**config.mk**
```make
export PLATFORM = sky130hd
export DESIGN_NAME = fetch_sequencer
export DESIGN_NICKNAME = d
export VERILOG_FILES = /design/src/rtl/fetch_sequencer.sv
export SDC_FILE = /design/constraint.sdc
export NUM_CORES = 1
export LEC_CHECK = 0
export CORE_ASPECT_RATIO = 0.8
export CORE_MARGIN = 8
export CORE_UTILIZATION = 30
export CTS_BUF_LIST = sky130_fd_sc_hd__clkbuf_16
export CTS_CLUSTER_DIAMETER = 100
export DETAILED_ROUTE_END_ITERATION = 12
export GPL_ROUTABILITY_DRIVEN = 1
export PLACE_DENSITY = 0.6
export SLEW_MARGIN = 0
export SYNTH_ARGS = -nofsm -noshare
export SYNTH_HDL_FRONTEND = slang
export SYNTH_SLANG_ARGS = --single-unit
```
**constraint.sdc**
```tcl
create_clock -name CLK -period 3.64 [get_ports CLK]
set_input_delay 0.364 -clock CLK [delete_from_list [all_inputs] [get_ports CLK]]
set_output_delay 0.364 -clock CLK [all_outputs]
set_load 0.05 [all_outputs]
```
**src/rtl/fetch_sequencer.sv**
```systemverilog
`default_nettype none
// ============================================================================
//  Module      : fetch_sequencer
//  Description : Instruction-fetch front end. Holds the PC, drives the ROM
//                address, captures the combinational ROM word and buffers
//                {pc, instr} pairs in a small FIFO that drains to the decode
//                stage over a valid/ready handshake. The consumer can
//                redirect, which flushes the FIFO and reloads the PC.
//                Optional macro FETCH_PERF_EN adds fetch/stall counters.
//  Revision    : 1.0  initial release
// ============================================================================
module fetch_sequencer #(
    parameter int ADDR_W   = 3,
    parameter int DATA_W   = 32,
    parameter int DEPTH    = 4,
    parameter int RESET_PC = 0
) (
    input  logic              CLK,
    input  logic              RST_N,
    input  logic              enable,
    output logic [ADDR_W-1:0] fetch_addr,
    input  logic [DATA_W-1:0] fetch_data,
    output logic              instr_valid,
    input  logic              instr_ready,
    output logic [DATA_W-1:0] instr_data,
    output logic [ADDR_W-1:0] instr_pc,
    input  logic              redirect_valid,
    input  logic [ADDR_W-1:0] redirect_pc,
    output logic              busy
`ifdef FETCH_PERF_EN
    ,
    output logic [15:0]       perf_fetched,
    output logic [15:0]       perf_stalls
`endif
);

    localparam int PTR_W = $clog2(DEPTH);
    localparam int CNT_W = PTR_W + 1;

    localparam logic [CNT_W-1:0]  c_DEPTH_CNT = CNT_W'(DEPTH);
    localparam logic [ADDR_W-1:0] c_RESET_PC  = ADDR_W'(RESET_PC);

    typedef enum logic [0:0] {
        IDLE  = 1'b0,
        FETCH = 1'b1
    } state_t;

    state_t r_state;
    state_t w_state_next;

    logic [ADDR_W-1:0] r_pc;
    logic [PTR_W-1:0]  r_head;
    logic [PTR_W-1:0]  r_tail;
    logic [CNT_W-1:0]  r_count;

    logic [DATA_W-1:0] r_mem_data [DEPTH];
    logic [ADDR_W-1:0] r_mem_pc   [DEPTH];

    logic w_pop;
    logic w_push;
    logic w_full;
    logic w_busy;

    // FIFO status and handshake qualifiers; a redirect suppresses the push
    assign w_full      = (r_count == c_DEPTH_CNT);
    assign instr_valid = (r_count != '0);
    assign w_pop       = instr_valid && instr_ready;
    assign w_push      = (r_state == FETCH) && !redirect_valid && (!w_full || w_pop);

    // Outputs derive only from registers and FIFO storage
    assign fetch_addr = r_pc;
    assign instr_data = instr_valid ? r_mem_data[r_head] : '0;
    assign instr_pc   = instr_valid ? r_mem_pc[r_head]   : '0;
    assign busy       = w_busy;

    // FSM state register
    always_ff @(posedge CLK or negedge RST_N) begin
        if (!RST_N) begin
            r_state <= IDLE;
        end else begin
            r_state <= w_state_next;
        end
    end

    // FSM next-state and decoded outputs; redirect never changes state
    always_comb begin
        w_state_next = r_state;
        w_busy       = 1'b0;
        case (r_state)
            IDLE: begin
                if (enable) begin
                    w_state_next = FETCH;
                end
            end
            FETCH: begin
                w_busy = 1'b1;
                if (!enable) begin
                    w_state_next = IDLE;
                end
            end
            default: begin
                w_state_next = IDLE;
            end
        endcase
    end

    // PC, pointers and occupancy; redirect flushes and reloads with top priority
    always_ff @(posedge CLK or negedge RST_N) begin
        if (!RST_N) begin
            r_pc    <= c_RESET_PC;
            r_head  <= '0;
            r_tail  <= '0;
            r_count <= '0;
        end else if (redirect_valid) begin
            r_pc    <= redirect_pc;
            r_head  <= '0;
            r_tail  <= '0;
            r_count <= '0;
        end else begin
            if (w_push) begin
                r_pc   <= r_pc + 1'b1;
                r_tail <= r_tail + 1'b1;
            end
            if (w_pop) begin
                r_head <= r_head + 1'b1;
            end
            case ({w_push, w_pop})
                2'b10:   r_count <= r_count + 1'b1;
                2'b01:   r_count <= r_count - 1'b1;
                default: r_count <= r_count;
            endcase
        end
    end

    // FIFO storage write; contents are don't-care until counted valid
    always_ff @(posedge CLK) begin
        if (w_push) begin
            r_mem_data[r_tail] <= fetch_data;
            r_mem_pc[r_tail]   <= r_pc;
        end
    end

`ifdef FETCH_PERF_EN
    logic [15:0] r_perf_fetched;
    logic [15:0] r_perf_stalls;
    logic        w_stall;

    assign w_stall      = (r_state == FETCH) && w_full && !w_pop;
    assign perf_fetched = r_perf_fetched;
    assign perf_stalls  = r_perf_stalls;

    // Saturating performance counters, cleared by reset and by redirect
    always_ff @(posedge CLK or negedge RST_N) begin
        if (!RST_N) begin
            r_perf_fetched <= '0;
            r_perf_stalls  <= '0;
        end else if (redirect_valid) begin
            r_perf_fetched <= '0;
            r_perf_stalls  <= '0;
        end else begin
            if (w_push && (r_perf_fetched != 16'hFFFF)) begin
                r_perf_fetched <= r_perf_fetched + 16'd1;
            end
            if (w_stall && (r_perf_stalls != 16'hFFFF)) begin
                r_perf_stalls <= r_perf_stalls + 16'd1;
            end
        end
    end
`endif

endmodule
`default_nettype wire

```
======== Yosys cells after proc, flatten, opt, wreduce, memory -nomap -nowiden ========
Memories as Yosys holds them, arrays and structs flattened.
Index checks and enable logic that the tools add are counted.
word-level totals
  bits in registers ....................... 11
  RAM bits ................................ 140
  input bits .............................. 40
  output and inout port bits .............. 40
  logic and storage cells ................. 39
  memories ................................ 2
operators by class
  add/sub/neg operators ................... 5
  eq/ne operators ......................... 3
  multiplexer cells ....................... 14
  reduce and logical (&&, ||, !) cells .... 10
memories
  memory      words  bits a word  rd ports  clocked after memory_dff  wr ports  RTL line  source
  r_mem_data  4      32           1         0                         1         56        logic [DATA_W-1:0] r_mem_data [DEPTH];
  r_mem_pc    4      3            1         0                         1         57        logic [ADDR_W-1:0] r_mem_pc [DEPTH];
operators with widths
  operator                                                                number
  32-bit 2-to-1 mux                                                       1
  3-bit 2-to-1 mux                                                        4
  2-bit 2-to-1 mux                                                        4
  3-bit by 1-bit adder with 3-bit output (second input constant)          2
  3-bit one-hot mux with 2 select lines                                   1
  3-bit nonzero test                                                      2
  2-bit by 1-bit adder with 2-bit output (second input constant)          2
  1-bit 2-to-1 mux                                                        4
  2-bit nonzero test                                                      2
  3-bit equality test (second input constant)                             1
  1-bit logical AND                                                       3
  3-bit by 1-bit subtractor with 3-bit output (second input constant)     1
  2-bit by 1-bit equality test with 1-bit output (second input constant)  1
  2-bit equality test (second input constant)                             1
  1-bit zero test                                                         2
  1-bit logical OR                                                        1

======== Logic depth before layout (Yosys ltp) ========
Gate-level depths: netlist (run 1).
  word-level depth ........................ 7
  gate-level depth with buffers ........... 7
  mapped depth without buffers ............ 6

======== Worst setup path after synthesis (run 1) ========
No wires, ideal clock.
  kind .................................... register -> register
  start ................................... reg r_state
  end ..................................... reg r_count[2]
  library setup time ...................... 82 ps
  data arrival time ....................... 2314 ps
  required time ........................... 3558 ps
  path slack .............................. 1243 ps
  stages on the path, launching flop included .. 7
  path buffers ............................ 0
  period minus slack after synthesis ...... 2397 ps
  cell sequence ........................... dfrtp_1 -> nor2b_1 -> nor2_1 -> fa_1 -> or3b_2 -> or3_1 -> a31oi_1
on the way
  cells in the longest elaborated chain, start to end .. 5
  elaborated cells between the ends (all ways) .. 7
  classes of those cells .................. 2 x eq/ne; 2 x mux; 3 x reduce/logical
ends and longest elaborated chain
  what                                                                                          RTL line  source
  start, declared                                                                               48        state_t r_state;
  start signal, assigned                                                                        81        r_state <= w_state_next;
  1-bit logical AND * (2 in series)                                                             68        assign w_push = (r_state == FETCH) && !redirect_valid && (!w_full || w_pop);
  2-bit by 1-bit equality test with 1-bit output / 2-bit equality test (equally long branches)  127       case ({w_push, w_pop})
  3-bit one-hot mux with 2 select lines                                                         127
  3-bit 2-to-1 mux                                                                              114       end else if (redirect_valid) begin
  end signal, assigned                                                                          128       2'b10: r_count <= r_count + 1'b1;
  end signal, assigned                                                                          129       2'b01: r_count <= r_count - 1'b1;
  end signal, assigned                                                                          130       default: r_count <= r_count;
  end, declared                                                                                 54        logic [CNT_W-1:0] r_count;
Mark *: on every way between the ends. The rest lies on a longest branch, timed or not.
A chain may end at the register's enable or synchronous reset.

======== Worst setup path in the final report (run 1) ========
  start ................................... reg r_head[0]
  end ..................................... out instr_data[21]
on the way
  cells in the longest elaborated chain, start to end .. 2
ends and longest elaborated chain
  what                    RTL line  source
  start, declared         52        logic [PTR_W-1:0] r_head;
  start signal, assigned  125       r_head <= r_head + 1'b1;
  memory read 4 x 32 bit  n/a
  32-bit 2-to-1 mux       72        assign instr_data = instr_valid ? r_mem_data[r_head] : '0;
  end, declared           25        output logic [DATA_W-1:0] instr_data,
Every way passes these cells.

==> results of run 1 <==
-- worst paths after layout --
path                                             from                      to  depth (start not counted)
worst max-delay path            r_head[0]$_DFFE_PN0P_          instr_data[21]                          4
worst min-delay path                            RST_N       r_state$_DFF_PN0_                          1
worst max register to register      r_state$_DFF_PN0_  r_count[2]$_DFFE_PN0P_                          6
worst min register to register  r_tail[1]$_DFFE_PN0P_   r_tail[1]$_DFFE_PN0P_                          2
max in group asynchronous                       RST_N   r_head[0]$_DFFE_PN0P_                          1
min in group CLK                               enable       r_state$_DFF_PN0_                          1
-- metal layers --
layer  vias up  global-route usage  routed length, microns
met4         0              0.0458                     209
met2        85               0.159                    5680
met3        18              0.0374                     732
li1       1377                   -                       -
met5         -                   0                       0
met1      1550               0.132                    5720
-- cell usage in the layout (no fill, tap or decap), types with 4 or more instances in the layout --
master	count
nor2_1	7
mux4_2	35
inv_1	10
clkdlybuf4s50_1	79
dfrtp_1	9
ha_1	5
clkbuf_16	17
nand3_1	4
buf_4	8
nor2b_1	36
and3_2	4
edfxtp_1	140
-- cell families after synthesis --
family                   count (synthesis)  synth area share
AO/OA/AOI/OAI                           18            0.0227
buffers and inverters                   25            0.0200
adder cells (fa/ha/maj)                  6            0.0138
AND/OR/NAND/NOR                         61            0.0600
multiplexers                            35             0.131
flip-flops                             151             0.746
XOR/XNOR                                 4           0.00584
-- area by class of cell --
cell class                      count  area, sq um  share of cell area
Clock buffer                       17          425              0.0552
Multi-Input combinational cell    124         1410               0.183
Clock inverter                     15          155              0.0201
Inverter                            8         30.0             0.00390
Timing Repair Buffer               88          871               0.113
Tap cell                          264          330              0.0429
Sequential cell                   151         4480               0.582
-- through the flow --
stage	area (sq um)	instances	setup slack (ns)	utilization	hold slack (ns)
after floorplan	6000	300	1.24	-	0.0684
after global placement	7130	635	0.873	0.361	0.595
after detailed placement	7130	635	0.862	0.361	0.618
after CTS	7710	667	0.397	0.390	0.298
after global routing	7710	667	0.325	0.390	0.339
final	7710	667	0.465	0.390	0.309
-- state kept, by name (all words and copies together) (netlist names) --
signal      count
r_count         3
fetch_addr      3
r_mem_pc       12
r_mem_data    128
r_head          2
r_tail          2
r_state         1
-- synthesized netlist by cell type, drive strengths merged, types with 2 or more instances --
cell | count | area share
inv | 8 | 0.0050
a21oi | 2 | 0.0017
and3 | 4 | 0.0042
nand3 | 4 | 0.0033
mux4 | 35 | 0.13
nor2 | 7 | 0.0044
buf | 9 | 0.010
dfrtp | 11 | 0.046
xor2 | 3 | 0.0044
clkbuf | 8 | 0.0050
nand2 | 3 | 0.0019
o2111ai | 2 | 0.0029
a211oi | 3 | 0.0038
nor2b | 36 | 0.038
edfxtp | 140 | 0.70
o31ai | 2 | 0.0025
ha | 5 | 0.010
-- power by group --
| part | total [mW] | leakage [nW] | internal (mW) | switching [mW] |
|---|---|---|---|---|
| sequential | 2.04 | 1.41 | 1.97 | 0.0691 |
| clock | 1.70 | 0.285 | 1.01 | 0.690 |
| combinational | 1.34 | 0.790 | 0.513 | 0.831 |
| total | 5.09 | 2.49 | 3.50 | 1.59 |
==> results.md, run 1 <==
- Count of final setup violators: 0
- Horiz. Die Dim: approximately 170 microns
- Kind of critical path: reg -> out
- Number of synthesis warnings: 0
- Slew HR: 0.562
- Sum of negative setup slack: 0 ns
- First drt pass iteration count: 4
- Hold violation total from the final report: 0
- Stage delay of the slowest cell on the critical path: about 0.73 ns
- Number of antenna violations at the first check in global routing: 0
- Antenna Cells: 0
- Routed vias/inst: approximately 4.5
- Die Span Y: around 140 microns
- Sequence of cells on the critical path: buf_4, mux4_2, nor2b_1, clkdlybuf4s50_1
- Setup slack of the most critical reg-to-reg path: 1.07 ns
- Net count after synthesis: roughly 350
- H-tree depth: 4
- Number of routed nets with antenna violations: 0
- CTS buffer count: 17
- Arrival @ worst endpoint: 2.81 ns
- Clock buffer depth: 2
- Count of boundary I/O pins: 80
- Core Rows: 46
- Worst Setup Start Kind: flip-flop
- Weighted congestion at the end of routability-driven global placement: just under 0.7
- Fill count: about 1800
- Max-slew violation count: 0
- Share of async-settable or async-resettable flops after synthesis: 0.0728
- Post-synth EDFFs: 140
- Global-route wire length before repair: about 19000 microns
- Drt first-iter violations: between 150 and 200
- Count of hold-fix buffers inserted at cts: 0
- Pleak: roughly 2.5 nW
- Final net count: 436
- Detailed-placement wirelength estimate: between 7000 and 8000 microns
- Vias: approximately 3000
- Worst-Margin Slew: roughly 0.66 ns
- Minimum clock period: around 3.2 ns
- I/O Buffers: between 70 and 80
- Max Clock Freq: ~320 MHz
- Total power divided by cell area: roughly 660 nW/um^2
- Synthesized instance count: 300
- Synth Cell Area: around 6000 sq um
- Predominant post-synthesis flop cell: edfxtp_1
- Number of buffers and inverters on the critical path: 2
- Root buffer cell: clkbuf_16
- Layout cell share with drive strength beyond 1: 0.208
- Routed len/inst: around 19 microns
- Source-to-sink clock delay at the later pin of the worst-skew pair: ~0.42 ns
- Worst Hold Class: in -> async
- # clock sinks: approximately 150
- Sequential element share of the synthesized area: 0.746
- Data required time at the worst endpoint: 3.28 ns
- Design Power: between 5 and 6 mW
- Count of max-cap constraint violations: 0
- Total GRT Usage: 0.104
- RSZ-0062 raised after global routing: false
- Setup clock skew after layout: 0.00996 ns
- Post_cts resized: 0
- CP max FO: 15
- Count of buffers added by post-CTS timing repair for setup: 0
- Crit path max-delay cell type: clkdlybuf4s50_1
- Reg clk slew, reported paths: roughly 0.060 ns
- Congestion Overflow GR: 0
- Crit path max-delay family: buffers and inverters
- CTS tree: done
- Maximum number of pins on one net before global-route repair: 37
- Number of register bits inferred by synthesis: around 150
- Starting Density: 0.304
- Worst IR drop on VDD: 0.291 mV
- DRC violations left: 0
- Average cell area after synthesis: between 20 and 25 sq um
- Capturing element type of the critical path: primary output
- Number of distinct library cell variants in the gate-level netlist after synthesis: 37
- Core region area: 19700 sq um
- Aggregate routed wire length: 12300 microns
- Period utilization: 0.872
- Synth-to-layout area growth: 28.4%
- Outcome: complete, no violations
- Via count of the first global-routing pass: 3351
- Die ar.: 24800 sq um
Power figures use the tool's default switching activity.
==> run 2, diff against run 1 <==
Settings changed: CORE_UTILIZATION 30 to 43, PLACE_DENSITY 0.6 to 0.76.
==> run 2 against run 1 <==
Against the previous run: wire length fell by 7.9%; die area fell by 27%; setup slack improved by 0.067 ns; design area fell by 1.4%; utilization rose by 17 points; power fell by 2.0%.
==> results.md, run 2 (same netlist as run 1, synthesis figures left out) <==
- Source-to-sink clock delay at the later pin of the worst-skew pair: 0.41 ns (was 0.42 ns)
- Stage delay of the slowest cell on the critical path: 0.73 ns (about the same)
- Capturing element type of the critical path: primary output (unchanged)
- Number of routed nets with antenna violations: 0 (unchanged)
- Max-slew violation count: 0 (unchanged)
- Launching point of the worst reg2reg path: r_state$_DFF_PN0_ (unchanged)
- Largest register by flop count: r_mem_data (unchanged)
- Count of boundary I/O pins: 80 (unchanged)
- Starting Density: 0.441 (was 0.304)
- DRC violations left: 0 (unchanged)
- H-tree depth: 4 (unchanged)
- Logic gate share of total power: 0.272 (was 0.264)
- Minimum clock period: 3.11 ns (was 3.17 ns)
- Slew HR: 0.637 (was 0.562)
- Number of antenna violations at the first check in global routing: 0 (unchanged)
- Arrival @ worst endpoint: 2.74 ns (was 2.81 ns)
- Worst hold margin: 0.311 ns (was 0.309 ns)
- Hold violation total from the final report: 0 (unchanged)
- Detailed-placement wirelength estimate: 7160 microns (was 7760 microns)
- CTS buffer count: 17 (unchanged)
- Count of max-cap constraint violations: 0 (unchanged)
- Share of total power in sequential cells: 0.409 (was 0.401)
- Number of flip-flops in the largest register: 128 (unchanged)
- Worst-Margin Slew: 0.543 ns (was 0.657 ns)
- Setup clock skew after layout: 0.00576 ns (was 0.00996 ns)
- Antenna Cells: 0 (unchanged)
- Count of buffers added by post-CTS timing repair for setup: 0 (unchanged)
- Top Registers: r_mem_data: 128 flops, r_mem_pc: 12 flops (unchanged)
- # clock sinks: 151 (unchanged)
- Worst Hold Class: in -> async (unchanged)
- Dpl cell area: 7050 sq um (was 7130 sq um)
- Count of hold-fix buffers inserted at cts: 0 (unchanged)
- Maximum number of pins on one net before global-route repair: 37 (unchanged)
- Critical path origin: r_head[0]$_DFFE_PN0P_ (unchanged)
- Reg clk slew, reported paths: 0.06 ns (about the same)
- Core Rows: 38 (was 46)
- Root buffer cell: clkbuf_16 (unchanged)
- Core region area: 13600 sq um (was 19700 sq um)
- Post-Layout Cell Count: 581 (was 667)
- CTS tree: done (unchanged)
- Synth-to-layout area growth: 26.5% (was 28.4%)
- I/O Buffers: 79 (unchanged)
- Switching part of the total: 0.302 (was 0.312)
- Final net count: 437 (was 436)
- Routed vias/inst: 5.23 (was 4.54)
- Data required time at the worst endpoint: 3.28 ns (about the same)
- Total power divided by cell area: 657 nW/um^2 (was 660 nW/um^2)
- Sum of negative setup slack: 0 ns (unchanged)
- Worst Setup Start Kind: flip-flop (unchanged)
- Routed len/inst: 19.6 microns (was 18.5 microns)
- First drt pass iteration count: 4 (unchanged)
- Vias: 3036 (was 3030)
- Period utilization: 0.854 (was 0.872)
- Via count of the first global-routing pass: 3413 (was 3351)
- Global-route wire length before repair: 18200 microns (was 19200 microns)
- Drt first-iter violations: 149 (was 178)
- Worst IR drop on VDD: 0.374 mV (was 0.291 mV)
- Switching component of the power: 1.51 mW (was 1.59 mW)
- Die ar.: 18000 sq um (was 24800 sq um)
- CP max FO: 11 (was 15)
- Count of final setup violators: 0 (unchanged)
- Aggregate routed wire length: 11400 microns (was 12300 microns)
- Internal power component: 3.48 mW (was 3.50 mW)
- Final Core Density: 0.559 (was 0.390)
- Horiz. Die Dim: 148 microns (was 174 microns)
- Clock buffer depth: 2 (unchanged)
- Outcome: complete, no violations (unchanged)
- Layout cell share with drive strength beyond 1: 0.202 (was 0.208)
- Fill count: 1073 (was 1779)
- Crit path max-delay cell type: clkdlybuf4s50_1 (unchanged)
- Post_cts resized: 0 (unchanged)
- Kind of critical path: reg -> out (unchanged)
- Summed area of non-filler cells in the final layout: 7590 sq um (was 7710 sq um)
- Max Clock Freq: 322 MHz (was 315 MHz)
- Pleak: 2.47 nW (was 2.49 nW)
- Most common cell after layout, fill and taps aside: edfxtp_1 (unchanged)
- Die Span Y: 122 microns (was 143 microns)
- Clock power share: 0.320 (was 0.335)
- Weighted congestion at the end of routability-driven global placement: 0.729 (was 0.685)
- Most frequent cells in the layout: edfxtp_1, clkdlybuf4s50_1, nor2b_1, mux4_2, clkbuf_16 (unchanged)
- Total GRT Usage: 0.133 (was 0.104)
- Number of placed instances with taps included: 552 (was 635)
- RSZ-0062 raised after global routing: false (unchanged)
- Congestion Overflow GR: 0 (unchanged)
- Sequence of cells on the critical path: buf_4, mux4_2, nor2b_1, clkdlybuf4s50_1 (unchanged)
[run 2: cell count changes in the layout (fill, tap and decap cells not counted)]
cell,previous run,this run
clkinv_1,0,1
buf_12,1,3
buf_4,8,7
clkinvlp_4,3,4
inv_8,1,0
inv_6,3,0
clkinv_4,2,0
clkinv_2,2,3
[run 2: power by group through the flow]
stage	sequential, mW	clock [mW]	combinational (mW)
floorplan	2.05	0	0.926
global placement	2.07	0	1.36
detailed placement	2.07	0	1.37
CTS	2.04	1.62	1.37
global route	2.05	1.70	1.43
finish	2.04	1.59	1.35
[run 2: final cells by class]
| type | count | area (sq um) | share of cell area |
|---|---|---|---|
| Clock buffer | 17 | 425 | 0.0560 |
| Clock inverter | 12 | 116 | 0.0153 |
| Inverter | 8 | 30.0 | 0.00395 |
| Multi-Input combinational cell | 124 | 1410 | 0.186 |
| Sequential cell | 151 | 4480 | 0.590 |
| Tap cell | 180 | 225 | 0.0297 |
| Timing Repair Buffer | 89 | 903 | 0.119 |
[run 2: metrics by stage]
stage	worst slack, ns	total power [mW]
global placement	0.933	3.42
finish	0.532	4.99
CTS	0.482	5.03
global route	0.390	5.18
detailed placement	0.797	3.44
floorplan	1.24	2.98
[run 2: routing by layer]
layer  vias to the layer above  global-route usage  wire, microns
li1                       1374                   -              -
met1                      1572               0.169           5180
met2                        80               0.210           5370
met3                        10              0.0526            722
met4                         0              0.0356             91
met5                         -                   0              0
[run 2: critical path, delay by kind of cell, from the launching register on]
family | cells | cell delay, ns
and+or+nand+nor | 1 | 0.16
muxes | 1 | 0.52
DFF | 1 | 0.60
buffers and inverters | 2 | 1.04
[run 2: path summary, 6_finish.rpt]
kind	end	slack, ns	cells past startpoint
worst max-delay path	instr_data[29]	0.53	4
worst min-delay path	r_state$_DFF_PN0_	0.31	1
worst max register to register	r_count[2]$_DFFE_PN0P_	1.01	6
worst min register to register	r_head[1]$_DFFE_PN0P_	0.59	2
max in group asynchronous	r_head[0]$_DFFE_PN0P_	2.94	1
min in group CLK	r_state$_DFF_PN0_	0.40	1
